<file path="src/rtl/pipe_pkg.sv">
// Shared definitions for the pipeline hazard controller and its MDU timer.
package pipe_pkg;

    localparam int REG_W     = 5;
    localparam int MDU_CNT_W = 8;

    typedef enum logic {
        IDLE     = 1'b0,
        MDU_BUSY = 1'b1
    } mdu_state_e;

    // Counter preload for a given latency; clamped so an out-of-range
    // parameter still yields at least two busy cycles and no wrap.
    function automatic logic [MDU_CNT_W-1:0] mdu_load_value(input int lat);
        int clamped;
        clamped = lat;
        if (clamped < 2)
            clamped = 2;
        if (clamped > 255)
            clamped = 255;
        return MDU_CNT_W'(clamped - 1);
    endfunction

endpackage

</file>
<file path="src/rtl/pipe_mdu_timer.sv">
// Tracks an in-flight multiply/divide: IDLE/MDU_BUSY FSM plus a down-counter
// that reports busy and a one-cycle done pulse on the final busy cycle.
module pipe_mdu_timer
    import pipe_pkg::*;
#(
    parameter int MDU_LAT = 32
) (
    input  logic clk,
    input  logic rst_n,
    input  logic start,
    output logic mdu_busy,
    output logic mdu_done
);

    localparam logic [MDU_CNT_W-1:0] MDU_LOAD = mdu_load_value(MDU_LAT);

    mdu_state_e             state_q;
    mdu_state_e             state_d;
    logic [MDU_CNT_W-1:0]   cnt_q;
    logic [MDU_CNT_W-1:0]   cnt_d;
    logic                   done_d;

    always_ff @(posedge clk or negedge rst_n) begin
        if (!rst_n) begin
            state_q <= IDLE;
            cnt_q   <= '0;
        end else begin
            state_q <= state_d;
            cnt_q   <= cnt_d;
        end
    end

    // The counter holds at zero on the last busy cycle, so it never wraps.
    always_comb begin
        state_d = state_q;
        cnt_d   = cnt_q;
        done_d  = 1'b0;
        case (state_q)
            IDLE: begin
                if (start) begin
                    state_d = MDU_BUSY;
                    cnt_d   = MDU_LOAD;
                end
            end
            MDU_BUSY: begin
                if (cnt_q == '0) begin
                    done_d  = 1'b1;
                    state_d = IDLE;
                end else begin
                    cnt_d = cnt_q - 1'b1;
                end
            end
            default: begin
                state_d = IDLE;
                cnt_d   = '0;
            end
        endcase
    end

    assign mdu_busy = (state_q == MDU_BUSY);
    assign mdu_done = done_d;

endmodule

</file>
<file path="src/rtl/pipe_hazard_ctrl.sv">
// Pipeline hazard controller: load-use and MDU stalls, branch/imem flushes.
// Optional HAZ_PERF_CNT_EN adds stall_cycles/flush_cycles counters.
module pipe_hazard_ctrl
    import pipe_pkg::*;
#(
    parameter int MDU_LAT = 32
) (
    input  logic             clk,
    input  logic             rst_n,
    input  logic [REG_W-1:0] id_rs,
    input  logic [REG_W-1:0] id_rt,
    input  logic             id_uses_rt,
    input  logic             id_mdu_op,
    input  logic             id_hilo_rd,
    input  logic             id_pcsrc,
    input  logic             ex_memread,
    input  logic [REG_W-1:0] ex_rt,
    input  logic             imem_rdy,
    output logic             stall_pc,
    output logic             stall_id,
    output logic             flush_id,
    output logic             bubble_ex,
    output logic             mdu_busy,
    output logic             mdu_done
`ifdef HAZ_PERF_CNT_EN
    ,
    output logic [31:0]      stall_cycles,
    output logic [31:0]      flush_cycles
`endif
);

    logic load_use;
    logic mdu_hz;
    logic mdu_start;

    // Register $0 is hardwired, so a load targeting it never creates a hazard.
    always_comb begin
        load_use = ex_memread && (ex_rt != '0) &&
                   ((ex_rt == id_rs) || (id_uses_rt && (ex_rt == id_rt)));
        mdu_hz    = mdu_busy && (id_mdu_op || id_hilo_rd);
        stall_id  = load_use || mdu_hz;
        stall_pc  = stall_id || !imem_rdy;
        bubble_ex = stall_id;
        flush_id  = !stall_id && (id_pcsrc || !imem_rdy);
    end

    // A stalled MDU op is not launched; it retries once the stall clears.
    assign mdu_start = id_mdu_op && !stall_id;

    pipe_mdu_timer #(
        .MDU_LAT (MDU_LAT)
    ) u_mdu_timer (
        .clk      (clk),
        .rst_n    (rst_n),
        .start    (mdu_start),
        .mdu_busy (mdu_busy),
        .mdu_done (mdu_done)
    );

`ifdef HAZ_PERF_CNT_EN
    always_ff @(posedge clk or negedge rst_n) begin
        if (!rst_n) begin
            stall_cycles <= '0;
            flush_cycles <= '0;
        end else begin
            if (stall_pc)
                stall_cycles <= stall_cycles + 32'd1;
            if (flush_id)
                flush_cycles <= flush_cycles + 32'd1;
        end
    end
`endif

endmodule

</file>
<file path="config.mk">
export PLATFORM = sky130hd
export DESIGN_NAME = pipe_hazard_ctrl
export DESIGN_NICKNAME = d
export VERILOG_FILES = /design/src/rtl/pipe_pkg.sv /design/src/rtl/pipe_mdu_timer.sv /design/src/rtl/pipe_hazard_ctrl.sv
export SDC_FILE = /design/constraint.sdc
export NUM_CORES = 1
export LEC_CHECK = 0
export BUFFER_PORTS_ARGS = -buffer_cell sky130_fd_sc_hd__buf_2
export CAP_MARGIN = 25
export CORE_MARGIN = 10
export CORE_UTILIZATION = 46
export CTS_CLUSTER_SIZE = 30
export DETAILED_ROUTE_END_ITERATION = 12
export PLACE_DENSITY = 0.78
export SLEW_MARGIN = 0
export SYNTH_ARGS = -nofsm -noshare
export SYNTH_HDL_FRONTEND = slang
export SYNTH_SLANG_ARGS = --single-unit
</file>
<file path="constraint.sdc">
create_clock -name clk -period 2.05 [get_ports clk]
set_input_delay 0 -clock clk [delete_from_list [all_inputs] [get_ports clk]]
set_output_delay 0 -clock clk [all_outputs]
set_load 0.02 [all_outputs]
</file>
## After elaboration in Yosys (flattened, before gate mapping)

Index checks and enable logic that the tools add are counted.

- Flip-flop bits (word level): 9
- Bits in latches: 0
- Memory bits (writable): 0
- ROM bits: 0
- Input port bits: 23
- Output and inout bits: 6
- Logic and storage cells: 32
- Memories kept: 0

- $add $sub $neg: 1
- Multipliers: 0
- Divide/modulo/power cells: 0
- Magnitude comparators: 0
- Eq/ne operators: 4
- Shift-type cells: 0
- Multiplexer cells: 8
- Bitwise logic cells: 1
- Reduce and logical (&&, ||, !) cells: 16

Operator list:

| kind | number |
|---|---|
| 2-to-1 mux 8 bit | 2 |
| case mux 8 bit (2 select lines) | 1 |
| equality test 5 bit | 2 |
| zero test 8 bit | 1 |
| subtractor 8 x 1 -> 8 bit, second input constant | 1 |
| logical AND 1 bit | 6 |
| logical OR 1 bit | 5 |
| nonzero test 5 bit | 1 |
| 2-to-1 mux 1 bit | 4 |
| inequality test 2 bit, second input constant | 2 |
| zero test 1 bit | 2 |
| case mux 1 bit (2 select lines) | 1 |
| AND reduction 2 bit | 1 |
| inverter 1 bit | 1 |

## Depth between registers and ports, before layout

- Depth in word-level cells: 9
- Depth in mapped cells: 7
- Mapped depth without buffers: 7

## Hierarchy

From an unflattened synthesis, not the netlist that was laid out.

- Cell total of the unflattened synthesis: 81
- Area, all modules: 691.9 um2

Modules (own cells, without submodules):

| module | instances | cells an instance | area an instance (um2) | sequential area each (um2) |
|---|---|---|---|---|
| pipe_mdu_timer | 1 | 53 | 496.7 | 225.2 |
| pipe_hazard_ctrl | 1 | 28 | 195.2 | 0.0 |

## Least setup slack after synthesis

No wires, ideal clock.

- Kind: register -> register
- From: register u_mdu_timer.cnt_q[0]
- To: register u_mdu_timer.cnt_q[2]
- Library setup time: 0.126 ns
- Arrival: 1.721 ns
- Required time: 1.924 ns
- Path slack: 0.203 ns
- Stages on the path, launching flop included: 8
- Path buffers: 0
- Period minus slack after synthesis: 1.847 ns
- Cell sequence: dfrtp_1 -> inv_1 -> ha_1 -> nor4bb_1 -> nand2_1 -> inv_1 -> nor2_1 -> a221o_1

- Longest elaborated chain between the ends: 3
- Elaborated cells between the ends (all ways): 6
- Classes of those cells: 1 x add/sub; 1 x eq/ne; 2 x mux; 2 x reduce/logical

RTL lines:

| element | RTL line | text |
|---|---|---|
| start: declaration | pipe_mdu_timer.sv:19 | `logic [MDU_CNT_W-1:0] cnt_q;` |
| start signal: assignment | pipe_mdu_timer.sv:29 | `cnt_q <= cnt_d;` |
| subtractor 8 x 1 -> 8 bit or zero test 8 bit (tied branches) | pipe_mdu_timer.sv:50, pipe_mdu_timer.sv:46 |  |
| 2-to-1 mux 8 bit or inequality test 2 bit (tied branches) | -- |  |
| case mux 8 bit (2 select lines) or AND reduction 2 bit (tied branches) | -- |  |

Several ways; a longest one is shown, not always the timed one. The select of a mux whose other input is x is not followed.
A chain may end at the register's enable or synchronous reset.

## Worst setup path after layout

- From: register u_mdu_timer.cnt_q[0]
- To: output port mdu_done

- Longest elaborated chain between the ends: 3

RTL lines:

| element | RTL line | text |
|---|---|---|
| zero test 8 bit | pipe_mdu_timer.sv:46 | `if (cnt_q == '0) begin` |
| 2-to-1 mux 1 bit | pipe_mdu_timer.sv:46 |  |
| 2-to-1 mux 1 bit | pipe_mdu_timer.sv:38 | `case (state_q)` |
| end: declaration | pipe_hazard_ctrl.sv:24 | `output logic mdu_done` |

Every way passes these cells.

==> results by group <==
Floorplan
  – Row cnt: 13
  – Full die area: 0.00346 mm2
  – Initial Util: 50.8%
  – I/O Pins: 29
  – Die width: slightly below 60 um
  – Die span in y: 58.9 um
  – Core ar.: 0.00137 mm2

Pwr
  – Max rail drop VDD: 0.278 mV
  – Power density cells: 432 mW/mm2
  – P_leak: 0.446 nW

Logic synthesis
  – Synth Area in XOR/XNOR: 15.1%
  – Synth Area in Compound Gates: 22.2%
  – Post-synthesis adder-cell area fraction: 3.60%
  – Syn_nets: 106
  – Cell Area, Synth: 694 um2
  – Number of synthesized flops with an enable pin: 0
  – Synth Register Bits: 9
  – Register area share after synthesis: 32.4%
  – Yosys top cell area share: 32.4%
  – Post-synth ARST share: 100%
  – Synth Area per Inst: ~8.6 um2
  – Synthesis Warnings: 0
  – Ys flop type: dfrtp_1
  – Syn Inst Count: 81
  – Mux cell area share after synthesis: 2.88%
  – Unique masters post-synth: 30
  – Simple-gate portion of the synthesized area: between 10% and 20%
  – Ranking of synthesized cells by area: dfrtp_1, xor2_1, o21ai_0
  – Cell taking the most area after synthesis: dfrtp_1
  – Largest family of logic cells by synthesized area: compound AO/OA/AOI/OAI gates

Timing
  – Fin crit period: roughly 1.9 ns
  – Pins Over Slew Limit: 0
  – Final hold violation count: 0
  – Unrepaired setup endpoints after global routing: no
  – Worst-Margin Slew: 0.384 ns
  – Period utilization: 92.4%
  – Setup Viol. Count Final: 0
  – Final setup TNS: 0 ns
  – Headroom to the max-slew limit: 74.1%
  – Clk_skew: between 0.01 and 0.015 ns
  – Max frequency: 528 MHz

Global routing
  – Global-route wire length before repair: 3240 um
  – GRT Util Overall: about an eighth
  – Initial antenna violation count: 0
  – Vias in the first global route: 717
  – Largest net degree at the start of global routing: 14
  – GRT Residual Overflow: 0

CTS
  – Clk sinks: 9
  – CTS tree: done
  – Maximum buffer depth of the clock tree: 2
  – Post-CTS Setup Inserts: 0
  – Root Driver: clkbuf_4
  – Hold_buf cts: 1
  – H-tree Lvls: 1
  – Post-cts sizing count: 0
  – Clk_lat worst skew: around 0.27 ns
  – TritonCTS Buffers: 3
  – Worst-path clk slew: 0.07 ns

Worst setup path
  – Critical path arrival: 1.89 ns
  – Setup crit end kind: primary output
  – Critical-path maximum fanout: 6
  – Req. time, crit path: 2.05 ns
  – CP startpoint kind: flip-flop
  – Crit path kind: flip-flop to primary output

Finish
  – Layout cells sized above 1: 33.0%
  – Seq. cell area: between 200 and 250 um2
  – Post-route cell area: around 900 um2
  – Layout area overhead: 29.7%
  – Final net count: 141
  – # fillers: 116
  – Multi-input logic area: 428 um2
  – Diode count: 0

Route
  – Detail Route Antenna Nets: 0
  – Vias per Instance: 5.55
  – Total number of vias: 721
  – Drt drc: 0
  – Starting DRT DRC Count: 12
  – WL/cell: 14.8 um
  – DRT Pass-1 Iters: 4
  – Drt total wl: 1920 um

Placed design
  – Gpl congestion: approximately 0.87
  – Final HPWL DP: 1600 um
  – Port buffer count: 28
  – Placed cell area: roughly 860 um2

Status
  – Status: finished, final reports clean

Run
  – Max-cap violations: 0

Hold path
  – Hold Path Class: primary input to async pin
[worst paths after layout]
path | from | endpoint | slack [ns] | cells past startpoint
max | u_mdu_timer.cnt_q[0] | mdu_done | 0.16 | 6
min | rst_n | u_mdu_timer.cnt_q[6] | 0.10 | 2
max reg2reg | u_mdu_timer.cnt_q[0] | u_mdu_timer.cnt_q[2] | 0.19 | 7
min reg2reg | u_mdu_timer.cnt_q[5] | u_mdu_timer.cnt_q[5] | 0.61 | 1
max in group asynchronous | rst_n | u_mdu_timer.mdu_busy | 1.75 | 2
min in group clk | id_mdu_op | u_mdu_timer.cnt_q[3] | 0.12 | 3
[stage by stage]
step	instances	power, W	worst slack [ns]	hold WS [ns]	utilization, %
after detailed placement	125	0.000252	0.214	-0.135	63.3
after global placement	125	0.000250	0.343	-0.142	63.3
after floorplan	81	0.000215	0.203	-0.296	-
final	130	0.000389	0.156	0.101	65.9
after global routing	130	0.000408	0.0107	0.119	65.9
after CTS	130	0.000394	0.177	0.104	65.9
[flip-flops by register name, indices dropped and copies added (netlist names)]
register              cells
u_mdu_timer.cnt_q         8
u_mdu_timer.mdu_busy      1
[synthesized netlist by cell type (all sizes together), types with 2 or more instances]
library cell and instances:
a21oi 4, a31oi 2, dfrtp 9, ha 2, inv 8, mux2i 2
nand2 5, nand3 3, nor2 6, nor3 2, nor4 3, o21ai 8
o31ai 2, xnor2 2, xor2 10
[routing by layer]
metal | track usage [%] | vias to the layer above | share of wire, %
met1 | 13.6 | 330 | 41
met3 | 4.94 | 4 | 7.4
li1 | - | 359 | -
met5 | 0 | - | 0
met2 | 19.1 | 28 | 51
met4 | 4.59 | 0 | 0.73
[cells by family (layout without fill, tap and decap cells)]
| family | count (synthesis) | after routing |
|---|---|---|
| AO/OA/AOI/OAI | 23 | 23 |
| AND/OR/NAND/NOR | 23 | 23 |
| XOR/XNOR | 12 | 12 |
| buffers and inverters | 10 | 44 |
| flip-flops | 9 | 9 |
| adder cells (fa/ha/maj) | 2 | 2 |
| multiplexers | 2 | 2 |
[cell type report]
cell class              instances  area share [%]
multi-input cells              62            47.5
flip-flops and latches          9            25.0
repair buffers                 32            19.2
inverters                       8            3.33
clock buffers                   4            2.92
well taps                      15            2.08
[power by group]
part / internal (W) / leakage, nW / switching (W)
Sequential: 0.000178 / 0.101 / 0
Combinational: 0.0000328 / 0.330 / 0.0000389
Clock: 0.0000751 / 0.0150 / 0.0000646
[worst max-delay path, cell delays in order, from the launching register on]
cell	delay, ns
dfrtp_1	0.41
inv_1	0.12
ha_1	0.17
nor4bb_1	0.37
nand2_1	0.20
inv_1	0.17
buf_2	0.19
[cell usage in the layout, fill, tap and decap left out, types with 4 or more instances in the layout]
cell      n
o21ai_0   6
nor2_1    6
dfrtp_1   9
a21oi_1   4
buf_2    28
xor2_1   10
inv_1     8
nand2_1   5
Power figures use the tool's default switching activity.
